### src/rtl/mul_rs_pkg.sv
//==============================================================================
// mul_rs_pkg: shared widths, entry types and CDB snoop helper for the
// multiplier reservation station.                               Rev 1.0
//==============================================================================
`default_nettype none

package mul_rs_pkg;

   localparam int ROB_IX_W = 3;
   localparam int DATA_W   = 32;

   typedef struct packed {
      logic                rdy;
      logic [DATA_W-1:0]   val;
      logic [ROB_IX_W-1:0] tag;
   } operand_t;

   typedef struct packed {
      logic                busy;
      logic [ROB_IX_W-1:0] rob_ix;
      operand_t            src1;
      operand_t            src2;
   } rs_entry_t;

   // Only a waiting operand may capture; a stale tag on a ready operand is ignored.
   function automatic operand_t snoop_cdb(input operand_t            op,
                                          input logic                cdb_valid,
                                          input logic [ROB_IX_W-1:0] cdb_tag,
                                          input logic [DATA_W-1:0]   cdb_data);
      operand_t res;
      res = op;
      if (!op.rdy && cdb_valid && (op.tag == cdb_tag)) begin
         res.rdy = 1'b1;
         res.val = cdb_data;
      end
      return res;
   endfunction

endpackage

`default_nettype wire

### src/rtl/mul_reservation_station_if.sv
//==============================================================================
// mul_reservation_station_if: dispatch, CDB and multiplier issue bundle.
//                                                                Rev 1.0
//==============================================================================
`default_nettype none

interface mul_reservation_station_if #(
   parameter int DEPTH = 4
);
   import mul_rs_pkg::*;

   logic                       flush_in;
   logic                       dispatch_valid_in;
   logic                       dispatch_ready_out;
   logic [ROB_IX_W-1:0]        rob_ix_in;
   logic                       src1_rdy_in;
   logic [DATA_W-1:0]          src1_val_in;
   logic [ROB_IX_W-1:0]        src1_tag_in;
   logic                       src2_rdy_in;
   logic [DATA_W-1:0]          src2_val_in;
   logic [ROB_IX_W-1:0]        src2_tag_in;
   logic                       cdb_valid_in;
   logic [ROB_IX_W-1:0]        cdb_rob_ix_in;
   logic [DATA_W-1:0]          cdb_data_in;
   logic                       mul_ready_in;
   logic                       mul_valid_out;
   logic [DATA_W-1:0]          mul_rval1_out;
   logic [DATA_W-1:0]          mul_rval2_out;
   logic [ROB_IX_W-1:0]        mul_rob_ix_out;
   logic [$clog2(DEPTH):0]     occupancy_out;

   modport slave (
      input  flush_in, dispatch_valid_in, rob_ix_in,
      input  src1_rdy_in, src1_val_in, src1_tag_in,
      input  src2_rdy_in, src2_val_in, src2_tag_in,
      input  cdb_valid_in, cdb_rob_ix_in, cdb_data_in, mul_ready_in,
      output dispatch_ready_out, mul_valid_out, mul_rval1_out, mul_rval2_out,
      output mul_rob_ix_out, occupancy_out
   );

   modport master (
      output flush_in, dispatch_valid_in, rob_ix_in,
      output src1_rdy_in, src1_val_in, src1_tag_in,
      output src2_rdy_in, src2_val_in, src2_tag_in,
      output cdb_valid_in, cdb_rob_ix_in, cdb_data_in, mul_ready_in,
      input  dispatch_ready_out, mul_valid_out, mul_rval1_out, mul_rval2_out,
      input  mul_rob_ix_out, occupancy_out
   );

endinterface

`default_nettype wire

### src/rtl/age_matrix_picker.sv
//==============================================================================
// age_matrix_picker: dispatch-order age matrix returning the oldest eligible
// entry as a one-hot grant.                                      Rev 1.0
//==============================================================================
`default_nettype none

module age_matrix_picker #(
   parameter int DEPTH = 4
) (
   input  logic             clk_in,
   input  logic             rst_in,
   input  logic [DEPTH-1:0] alloc_in,
   input  logic [DEPTH-1:0] eligible_in,
   output logic [DEPTH-1:0] grant_out
);

   // r_older[i][j] = 1 : entry i was allocated before entry j
   logic [DEPTH-1:0] r_older [DEPTH];

   always_ff @(posedge clk_in or posedge rst_in) begin
      if (rst_in) begin
         for (int i = 0; i < DEPTH; i++) r_older[i] <= '0;
      end else begin
         for (int k = 0; k < DEPTH; k++) begin
            if (alloc_in[k]) begin
               for (int j = 0; j < DEPTH; j++) begin
                  r_older[k][j] <= 1'b0;
                  if (j != k) r_older[j][k] <= 1'b1;
               end
            end
         end
      end
   end

   // Stale rows of freed entries never matter: they are masked by eligible_in.
   always_comb begin
      grant_out = '0;
      for (int i = 0; i < DEPTH; i++) begin
         grant_out[i] = eligible_in[i];
         for (int j = 0; j < DEPTH; j++) begin
            if (eligible_in[j] && r_older[j][i]) grant_out[i] = 1'b0;
         end
      end
   end

endmodule

`default_nettype wire

### src/rtl/mul_reservation_station.sv
//==============================================================================
// mul_reservation_station: buffers multiply ops, wakes them from the CDB and
// issues the oldest ready one to the multiplier.                 Rev 1.0
//==============================================================================
`default_nettype none

module mul_reservation_station
   import mul_rs_pkg::*;
#(
   parameter int DEPTH = 4
) (
   input  logic                       clk_in,
   input  logic                       rst_in,
   mul_reservation_station_if.slave   bus
);

   localparam int CNT_W = $clog2(DEPTH) + 1;

   rs_entry_t        r_entries [DEPTH];
   logic [CNT_W-1:0] r_count;
   logic [DEPTH-1:0] w_eligible;
   logic [DEPTH-1:0] w_grant;
   logic [DEPTH-1:0] w_free_sel;
   logic [DEPTH-1:0] w_alloc;
   logic             w_ready;
   logic             w_accept;
   logic             w_issue;
   operand_t         w_new_src1;
   operand_t         w_new_src2;

   assign w_ready  = (r_count < CNT_W'(DEPTH));
   assign w_accept = bus.dispatch_valid_in & w_ready & ~bus.flush_in;
   assign w_issue  = (|w_eligible) & bus.mul_ready_in & ~bus.flush_in;
   assign w_alloc  = w_accept ? w_free_sel : '0;

   assign bus.dispatch_ready_out = w_ready;
   assign bus.mul_valid_out      = w_issue;
   assign bus.occupancy_out      = r_count;

   // Incoming operands see the same-cycle CDB broadcast (bypass).
   assign w_new_src1 = snoop_cdb(operand_t'{rdy: bus.src1_rdy_in, val: bus.src1_val_in,
                                            tag: bus.src1_tag_in},
                                 bus.cdb_valid_in, bus.cdb_rob_ix_in, bus.cdb_data_in);
   assign w_new_src2 = snoop_cdb(operand_t'{rdy: bus.src2_rdy_in, val: bus.src2_val_in,
                                            tag: bus.src2_tag_in},
                                 bus.cdb_valid_in, bus.cdb_rob_ix_in, bus.cdb_data_in);

   always_comb begin
      w_eligible = '0;
      w_free_sel = '0;
      for (int i = DEPTH - 1; i >= 0; i--) begin
         w_eligible[i] = r_entries[i].busy & r_entries[i].src1.rdy & r_entries[i].src2.rdy;
         if (!r_entries[i].busy) begin
            w_free_sel    = '0;
            w_free_sel[i] = 1'b1;
         end
      end
   end

   age_matrix_picker #(
      .DEPTH (DEPTH)
   ) u_picker (
      .clk_in      (clk_in),
      .rst_in      (rst_in),
      .alloc_in    (w_alloc),
      .eligible_in (w_eligible),
      .grant_out   (w_grant)
   );

   always_comb begin
      bus.mul_rval1_out  = '0;
      bus.mul_rval2_out  = '0;
      bus.mul_rob_ix_out = '0;
      for (int i = 0; i < DEPTH; i++) begin
         if (w_grant[i]) begin
            bus.mul_rval1_out  = bus.mul_rval1_out  | r_entries[i].src1.val;
            bus.mul_rval2_out  = bus.mul_rval2_out  | r_entries[i].src2.val;
            bus.mul_rob_ix_out = bus.mul_rob_ix_out | r_entries[i].rob_ix;
         end
      end
   end

   always_ff @(posedge clk_in or posedge rst_in) begin
      if (rst_in) begin
         for (int i = 0; i < DEPTH; i++) r_entries[i] <= '0;
         r_count <= '0;
      end else if (bus.flush_in) begin
         for (int i = 0; i < DEPTH; i++) r_entries[i] <= '0;
         r_count <= '0;
      end else begin
         for (int i = 0; i < DEPTH; i++) begin
            if (w_issue && w_grant[i]) begin
               r_entries[i].busy <= 1'b0;
            end else if (w_alloc[i]) begin
               r_entries[i] <= rs_entry_t'{busy: 1'b1, rob_ix: bus.rob_ix_in,
                                           src1: w_new_src1, src2: w_new_src2};
            end else if (r_entries[i].busy) begin
               r_entries[i].src1 <= snoop_cdb(r_entries[i].src1, bus.cdb_valid_in,
                                              bus.cdb_rob_ix_in, bus.cdb_data_in);
               r_entries[i].src2 <= snoop_cdb(r_entries[i].src2, bus.cdb_valid_in,
                                              bus.cdb_rob_ix_in, bus.cdb_data_in);
            end
         end
         r_count <= r_count + CNT_W'(w_accept) - CNT_W'(w_issue);
      end
   end

endmodule

`default_nettype wire
### src/flat_wrapper.sv
// flat-port wrapper written by rule: the top's interface ports become plain ports
module mul_reservation_station_flat import mul_rs_pkg::*;
#(
   parameter int DEPTH = 4
)
  (clk_in, rst_in, bus_flush_in, bus_dispatch_valid_in, bus_rob_ix_in, bus_src1_rdy_in, bus_src1_val_in, bus_src1_tag_in, bus_src2_rdy_in, bus_src2_val_in, bus_src2_tag_in, bus_cdb_valid_in, bus_cdb_rob_ix_in, bus_cdb_data_in, bus_mul_ready_in, bus_dispatch_ready_out, bus_mul_valid_out, bus_mul_rval1_out, bus_mul_rval2_out, bus_mul_rob_ix_out, bus_occupancy_out);
  mul_reservation_station_if #(.DEPTH(DEPTH)) bus_i ();
  input  logic clk_in;
  input  logic rst_in;
  input wire logic [$bits(bus_i.flush_in)-1:0] bus_flush_in;
  input wire logic [$bits(bus_i.dispatch_valid_in)-1:0] bus_dispatch_valid_in;
  input wire logic [$bits(bus_i.rob_ix_in)-1:0] bus_rob_ix_in;
  input wire logic [$bits(bus_i.src1_rdy_in)-1:0] bus_src1_rdy_in;
  input wire logic [$bits(bus_i.src1_val_in)-1:0] bus_src1_val_in;
  input wire logic [$bits(bus_i.src1_tag_in)-1:0] bus_src1_tag_in;
  input wire logic [$bits(bus_i.src2_rdy_in)-1:0] bus_src2_rdy_in;
  input wire logic [$bits(bus_i.src2_val_in)-1:0] bus_src2_val_in;
  input wire logic [$bits(bus_i.src2_tag_in)-1:0] bus_src2_tag_in;
  input wire logic [$bits(bus_i.cdb_valid_in)-1:0] bus_cdb_valid_in;
  input wire logic [$bits(bus_i.cdb_rob_ix_in)-1:0] bus_cdb_rob_ix_in;
  input wire logic [$bits(bus_i.cdb_data_in)-1:0] bus_cdb_data_in;
  input wire logic [$bits(bus_i.mul_ready_in)-1:0] bus_mul_ready_in;
  output wire logic [$bits(bus_i.dispatch_ready_out)-1:0] bus_dispatch_ready_out;
  output wire logic [$bits(bus_i.mul_valid_out)-1:0] bus_mul_valid_out;
  output wire logic [$bits(bus_i.mul_rval1_out)-1:0] bus_mul_rval1_out;
  output wire logic [$bits(bus_i.mul_rval2_out)-1:0] bus_mul_rval2_out;
  output wire logic [$bits(bus_i.mul_rob_ix_out)-1:0] bus_mul_rob_ix_out;
  output wire logic [$bits(bus_i.occupancy_out)-1:0] bus_occupancy_out;
  assign bus_i.flush_in = bus_flush_in;
  assign bus_i.dispatch_valid_in = bus_dispatch_valid_in;
  assign bus_i.rob_ix_in = bus_rob_ix_in;
  assign bus_i.src1_rdy_in = bus_src1_rdy_in;
  assign bus_i.src1_val_in = bus_src1_val_in;
  assign bus_i.src1_tag_in = bus_src1_tag_in;
  assign bus_i.src2_rdy_in = bus_src2_rdy_in;
  assign bus_i.src2_val_in = bus_src2_val_in;
  assign bus_i.src2_tag_in = bus_src2_tag_in;
  assign bus_i.cdb_valid_in = bus_cdb_valid_in;
  assign bus_i.cdb_rob_ix_in = bus_cdb_rob_ix_in;
  assign bus_i.cdb_data_in = bus_cdb_data_in;
  assign bus_i.mul_ready_in = bus_mul_ready_in;
  assign bus_dispatch_ready_out = bus_i.dispatch_ready_out;
  assign bus_mul_valid_out = bus_i.mul_valid_out;
  assign bus_mul_rval1_out = bus_i.mul_rval1_out;
  assign bus_mul_rval2_out = bus_i.mul_rval2_out;
  assign bus_mul_rob_ix_out = bus_i.mul_rob_ix_out;
  assign bus_occupancy_out = bus_i.occupancy_out;
  mul_reservation_station #(.DEPTH(DEPTH)) u_core (.clk_in(clk_in), .rst_in(rst_in), .bus(bus_i));
endmodule
### config.mk
export PLATFORM = sky130hd
export DESIGN_NAME = mul_reservation_station_flat
export DESIGN_NICKNAME = d
export VERILOG_FILES = /design/src/rtl/mul_rs_pkg.sv /design/src/rtl/mul_reservation_station_if.sv /design/src/rtl/age_matrix_picker.sv /design/src/rtl/mul_reservation_station.sv /design/src/flat_wrapper.sv
export SDC_FILE = /design/constraint.sdc
export NUM_CORES = 1
export LEC_CHECK = 0
export ABC_AREA = 1
export CORE_UTILIZATION = 63
export CTS_CLUSTER_SIZE = 12
export DETAILED_ROUTE_END_ITERATION = 12
export PLACE_DENSITY = 0.87
export SLEW_MARGIN = 20
export SYNTH_ARGS = -nofsm -noshare
export SYNTH_HDL_FRONTEND = slang
export SYNTH_SLANG_ARGS = --single-unit
### constraint.sdc
create_clock -name clk_in -period 22.6 [get_ports clk_in]
set_clock_uncertainty 0.1 [all_clocks]
set_input_delay 4.52 -clock clk_in [delete_from_list [all_inputs] [get_ports clk_in]]
set_output_delay 4.52 -clock clk_in [all_outputs]
set_load 0.005 [all_outputs]
==> results of run 1 <==
==> cell usage after synthesis <==
cell type,number
nand4_1,2
buf_1,1
xnor2_1,6
inv_4,1
nand2_4,2
fa_1,1
nand3b_1,2
clkbuf_1,43
buf_2,87
dfrtp_1,319
nand3_1,708
nand2_1,1177
nor2_2,5
inv_2,11
inv_1,183
xor2_1,4
nor2_4,4
a22oi_1,1
nand3_2,1
ha_1,2
a21oi_1,9
o21bai_2,1
nand2_2,6
clkinv_1,2
nor2_1,58
o21ai_0,39
nor3_1,2
buf_4,17
buf_6,19
o21ai_1,4
o21ai_4,1
o22ai_1,16
and2_1,4
==> worst max-delay path, stage by stage <==
cell and delay [ns]:
clkdlybuf4s50_1 0.77, nor2_1 0.52, clkdlybuf4s50_1 0.60
==> where the power goes <==
part           total, mW  internal (mW)  switching (mW)
Combinational      0.294         0.0972           0.197
Clock              0.557          0.321           0.236
Sequential         0.691          0.647          0.0442
==> registers in the layout (all words and copies together) (netlist names) <==
signal and flops:
u_core.bus.occupancy_out 3, u_core.r_entries 304, u_core.u_picker.r_older 12
==> final timing paths <==
kind / startpoint / end / slack [ns] / depth (start not counted)
min: u_core.r_entries[25]$_DFFE_PP0P_ / u_core.r_entries[25]$_DFFE_PP0P_ / 0.38 / 2
min reg2reg: u_core.r_entries[25]$_DFFE_PP0P_ / u_core.r_entries[25]$_DFFE_PP0P_ / 0.38 / 2
min in group asynchronous: rst_in / u_core.r_entries[83]$_DFFE_PP0P_ / 4.52 / 2
max in group asynchronous: rst_in / u_core.r_entries[101]$_DFFE_PP0P_ / 15.58 / 4
max: bus_flush_in / bus_mul_valid_out / 11.56 / 3
max reg2reg: u_core.bus.occupancy_out[2]$_DFF_PP0_ / u_core.r_entries[299]$_DFFE_PP0P_ / 18.49 / 10
==> final cells by class <==
| class | count | share of cell area |
|---|---|---|
| clock inverter | 6 | 0.001407 |
| multi-input combinational | 2055 | 0.4184 |
| tap | 384 | 0.02252 |
| clock buffer | 53 | 0.04949 |
| timing repair buffer | 219 | 0.09897 |
| inverter | 197 | 0.03512 |
| sequential | 319 | 0.3741 |
==> cells by family after synthesis <==
kind of cell / share of synthesized area
xor gates and xnor gates: 0.004713
and+or+nand+nor: 0.4514
buffers and inverters: 0.09063
adders and majority gates: 0.002424
DFF: 0.4296
AOI/OAI and AO/OA: 0.02128
==> through the flow <==
stage	power, mW	util
2_1_floorplan	0.8687	-
4_1_cts	1.523	0.7395
6_report	1.542	0.7395
5_1_grt	1.591	0.7395
3_5_place_dp	0.9771	0.7018
3_3_place_gp	0.9649	0.7018
==> routing by layer <==
layer	vias to the layer above	part of all wire
met5	-	0
met4	0	0.071
met3	494	0.16
met2	1909	0.43
met1	9296	0.34
li1	8937	-
==> results.ini, run 1 <==
[outcome]
status = finished clean

[power]
vdd_drop_max_mv = 0.05655
p_per_area_nw_per_um2 = 72.26
total_leakage_power_nw = 11.24

[placement]
place.detailed.hpwl_um = 36220
portBuffers = 187
dp_cells = 3174
placed_area_um2 = 20250
preCtsSetupSlack_ns = 11.66
gp_congestion = 0.9062

[cts]
cts_buffers = 35
clockBufferDepth = 3
holdBufCountCts = 0
cts_root_buffer = clkbuf_16
cts_tree = yes
cts_sinks = 319
clk_latency_ns = 0.52
htreeDepth = 2
cts.repair.resized = 0
clkTransAtPathRegs_ns = 0.06
post-cts-setup-buffers = 0

[worst_setup_path]
cp_max_fo = 11
critical_path_class = in2out
cp-end-kind = primary output
crit_required_ns = 17.98
critPathLaunchType = input port
arrival_ns = 6.42

[synthesis]
ys_seq_elements = 319
ys_seq_area_frac = 0.4296
synth_area_leader_cell = dfrtp_1
ys_types = 33
syn_nets = 2857
syn_avg_cell_area_um2 = 6.787
synth_top_area_frac = 0.4296
ys_warn_count = 0
mappedNetlistArea_um2 = 18580
synth_cells = 2738
synthTopCellsByArea = dfrtp_1 43%, nand2_1 24%, nand3_1 19%

[grt]
use_met1 = 0.5686
grt_pass1_vias = 19970
overflow = 0
gr-max-usage-layer = met2
met3_usage = 0.1375
antenna_found_initial = 0
grt_pass1_wl_um = 105200
met2_usage = 0.6593
grt_usage = 0.4445
grt_max_degree = 132

[detailed_routing]
vias_per_cell = 6.383
drtIter0Drc = 3530
drcViolationCount = 0
wl_per_cell_um = 20.76
via_count = 20640
firstDrtPassIters = 7
antenna_left = 0
drt-total-wl_um = 67130

[sta]
layout_setup_ws_ns = 11.56
hold_slack_ns = 0.3796
hold_viol = 0
final-max-slew-violation-count = 0
fmax_mhz = 90.61
relSlewSlack = 0.2111
tns_ns = 0
rsz0062_at_grt = false
setup_viol = 0
tightest_slew_ns = 1.181
post-route-period-util = 0.4883
period_minus_slack_ns = 11.04

[layout]
diodes = 0
drive_gt1_frac = 0.04212
layout_common_cells = 1177 x nand2_1, 708 x nand3_1, 319 x dfrtp_1
seq_area_um2 = 7983
fin_nets = 2946
fin_cells = 3233
multi_input_area_um2 = 8929
area_delta_synth_final_pct = 14.83
layout_commonest_cell = nand2_1
final_area_um2 = 21340
fill_cells = 2260

[floorplanning]
fp-row-count = 62
die_h_um = 173.7
start_util = 0.6439
core-area_um2 = 28860
dieArea_um2 = 30190
die_w_um = 173.7
io_pins = 188

[job]
cap_violations = 0

[hold_path]
min_path_type = reg2reg

(Power assumes the default switching activity.)
==> run 2: changes to the inputs <==
Settings changed: CORE_UTILIZATION 63 to 58, PLACE_DENSITY 0.87 to 0.81.
Clock period 22.6 ns to 11.25 ns, I/O delays scaled along.
==> run 2 against run 1 <==
The run now ends with DRC left. First-iteration DRC count increased by 5.1%. Critical path depth is the same. Count of clock-buffer cells in the layout is 4 lower. Core utilization down 6.1 points. Die area grew 8.5%. Setup slack lost 6.8 ns. Combinational power up 99%. Power grew 100%. Flip-flop and latch count did not move.
==> results.ini, run 2 (synthesis gave the netlist of run 1 again) <==
[sta]
tns_ns = 0
post-route-period-util = 0.5787
setup_viol = 0
hold_viol = 0
tightest_slew_ns = 1.240
relSlewSlack = 0.1707
period_minus_slack_ns = 6.511
rsz0062_at_grt = false
fmax_mhz = 153.6
final-max-slew-violation-count = 0

[layout]
layout_commonest_cell = nand2_1
largest_register_ffs = 304
fill_cells = 2709
diodes = 0
area_delta_synth_final_pct = 15.15
layout_common_cells = 1177 x nand2_1, 708 x nand3_1, 319 x dfrtp_1
final_area_um2 = 21400
top_register = u_core.r_entries
fin_nets = 2945
drive_gt1_frac = 0.04320
finish.utilization = 0.6781

[floorplanning]
die_w_um = 181.0
dieArea_um2 = 32760
io_pins = 188
start_util = 0.5889
fp-row-count = 65
core-area_um2 = 31560
die_h_um = 181.0

[placement]
placed_area_um2 = 20270
gp_congestion = 0.9080
portBuffers = 187
place.detailed.hpwl_um = 36550

[grt]
gr-max-usage-layer = met2
met2_usage = 0.6040
grt_max_degree = 191
antenna_found_initial = 0
grt_pass1_wl_um = 103300
met3_usage = 0.09857
overflow = 0
use_met1 = 0.5350
grt_pass1_vias = 19600
grt_usage = 0.4035

[detailed_routing]
antenna_left = 0
drtIter0Drc = 3709
drcViolationCount = 1
via_count = 19990
wl_per_cell_um = 20.32
firstDrtPassIters = 12
vias_per_cell = 6.152
drt-total-wl_um = 66020

[cts]
holdBufCountCts = 0
clk_latency_ns = 0.52
cts.repair.resized = 0
cts_root_buffer = clkbuf_16
cts_sinks = 319
clkTransAtPathRegs_ns = 0.06
htreeDepth = 2
cts_buffers = 36
cts_tree = yes
post-cts-setup-buffers = 0
clockBufferDepth = 3

[worst_setup_path]
crit_start = bus_flush_in
cp-end-kind = primary output
critical_path_class = in2out
crit_required_ns = 8.90
r2r_start = u_core.bus.occupancy_out[2]$_DFF_PP0_
cp_max_fo = 11
critPathLaunchType = input port
arrival_ns = 4.16

[hold_path]
hp-start = u_core.r_entries[83]$_DFFE_PP0P_
min_path_type = reg2reg

[power]
total_leakage_power_nw = 11.26
vdd_drop_max_mv = 0.1005
p_per_area_nw_per_um2 = 144.7

[outcome]
violations = DRC
status = finished with violations

[job]
cap_violations = 0

run 2: changes by cell type in the layout (fill, tap and decap cells not counted):
cell / before / now
clkbuf_1: 9 / 4
buf_4: 32 / 28
clkinv_2: 6 / 9
buf_12: 0 / 1
buf_16: 0 / 1
clkbuf_8: 7 / 8
clkinv_4: 0 / 1
run 2: path summary, 6_finish.rpt:
| kind | end | slack [ns] | depth (start not counted) |
|---|---|---|---|
| min in group asynchronous | u_core.r_entries[120]$_DFFE_PP0P_ | 2.17 | 2 |
| hold / removal | u_core.r_entries[83]$_DFFE_PP0P_ | 0.38 | 2 |
| max in group asynchronous | u_core.r_entries[178]$_DFFE_PP0P_ | 7.32 | 4 |
| setup / recovery | bus_mul_valid_out | 4.74 | 3 |
| setup reg to reg | u_core.r_entries[215]$_DFFE_PP0P_ | 7.21 | 12 |
| hold reg to reg | u_core.r_entries[83]$_DFFE_PP0P_ | 0.38 | 2 |
run 2: final cells by class:
class / count / area [um2] / area share
clock buffers: 49 / 1051 / 0.04912
repair buffers: 217 / 2130 / 0.09952
inverters: 197 / 749.5 / 0.03503
multi-input cells: 2055 / 8929 / 0.4173
well taps: 402 / 503.0 / 0.02351
flip-flops and latches: 319 / 7983 / 0.3731
clock inverters: 10 / 53.80 / 0.002514
run 2: critical path: stages:
cell             delay (ns)
clkdlybuf4s50_1        0.76
nor2_1                 0.54
clkdlybuf4s50_1        0.61
run 2: metal layers:
metal | wire, um | up-vias
li1 | - | 8939
met1 | 24080 | 9029
met5 | 0 | -
met3 | 9586 | 371
met2 | 28350 | 1648
met4 | 4006 | 0
run 2: power breakdown:
group / leakage (nW) / switching, mW / internal [mW]
logic: 6.60 / 0.387 / 0.196
clock network: 0.558 / 0.477 / 0.650
registers: 4.10 / 0.0868 / 1.30
run 2: per-stage QoR:
step	std cells	total power [mW]	setup WS, ns	hold WS [ns]
after floorplan	2738	1.745	0.07209	0.3494
after global placement	3189	1.938	4.841	0.3610
after detailed placement	3189	1.961	4.772	0.3654
after CTS	3248	3.070	4.757	0.3818
after global routing	3249	3.211	4.661	0.3953
final	3249	3.096	4.739	0.3772
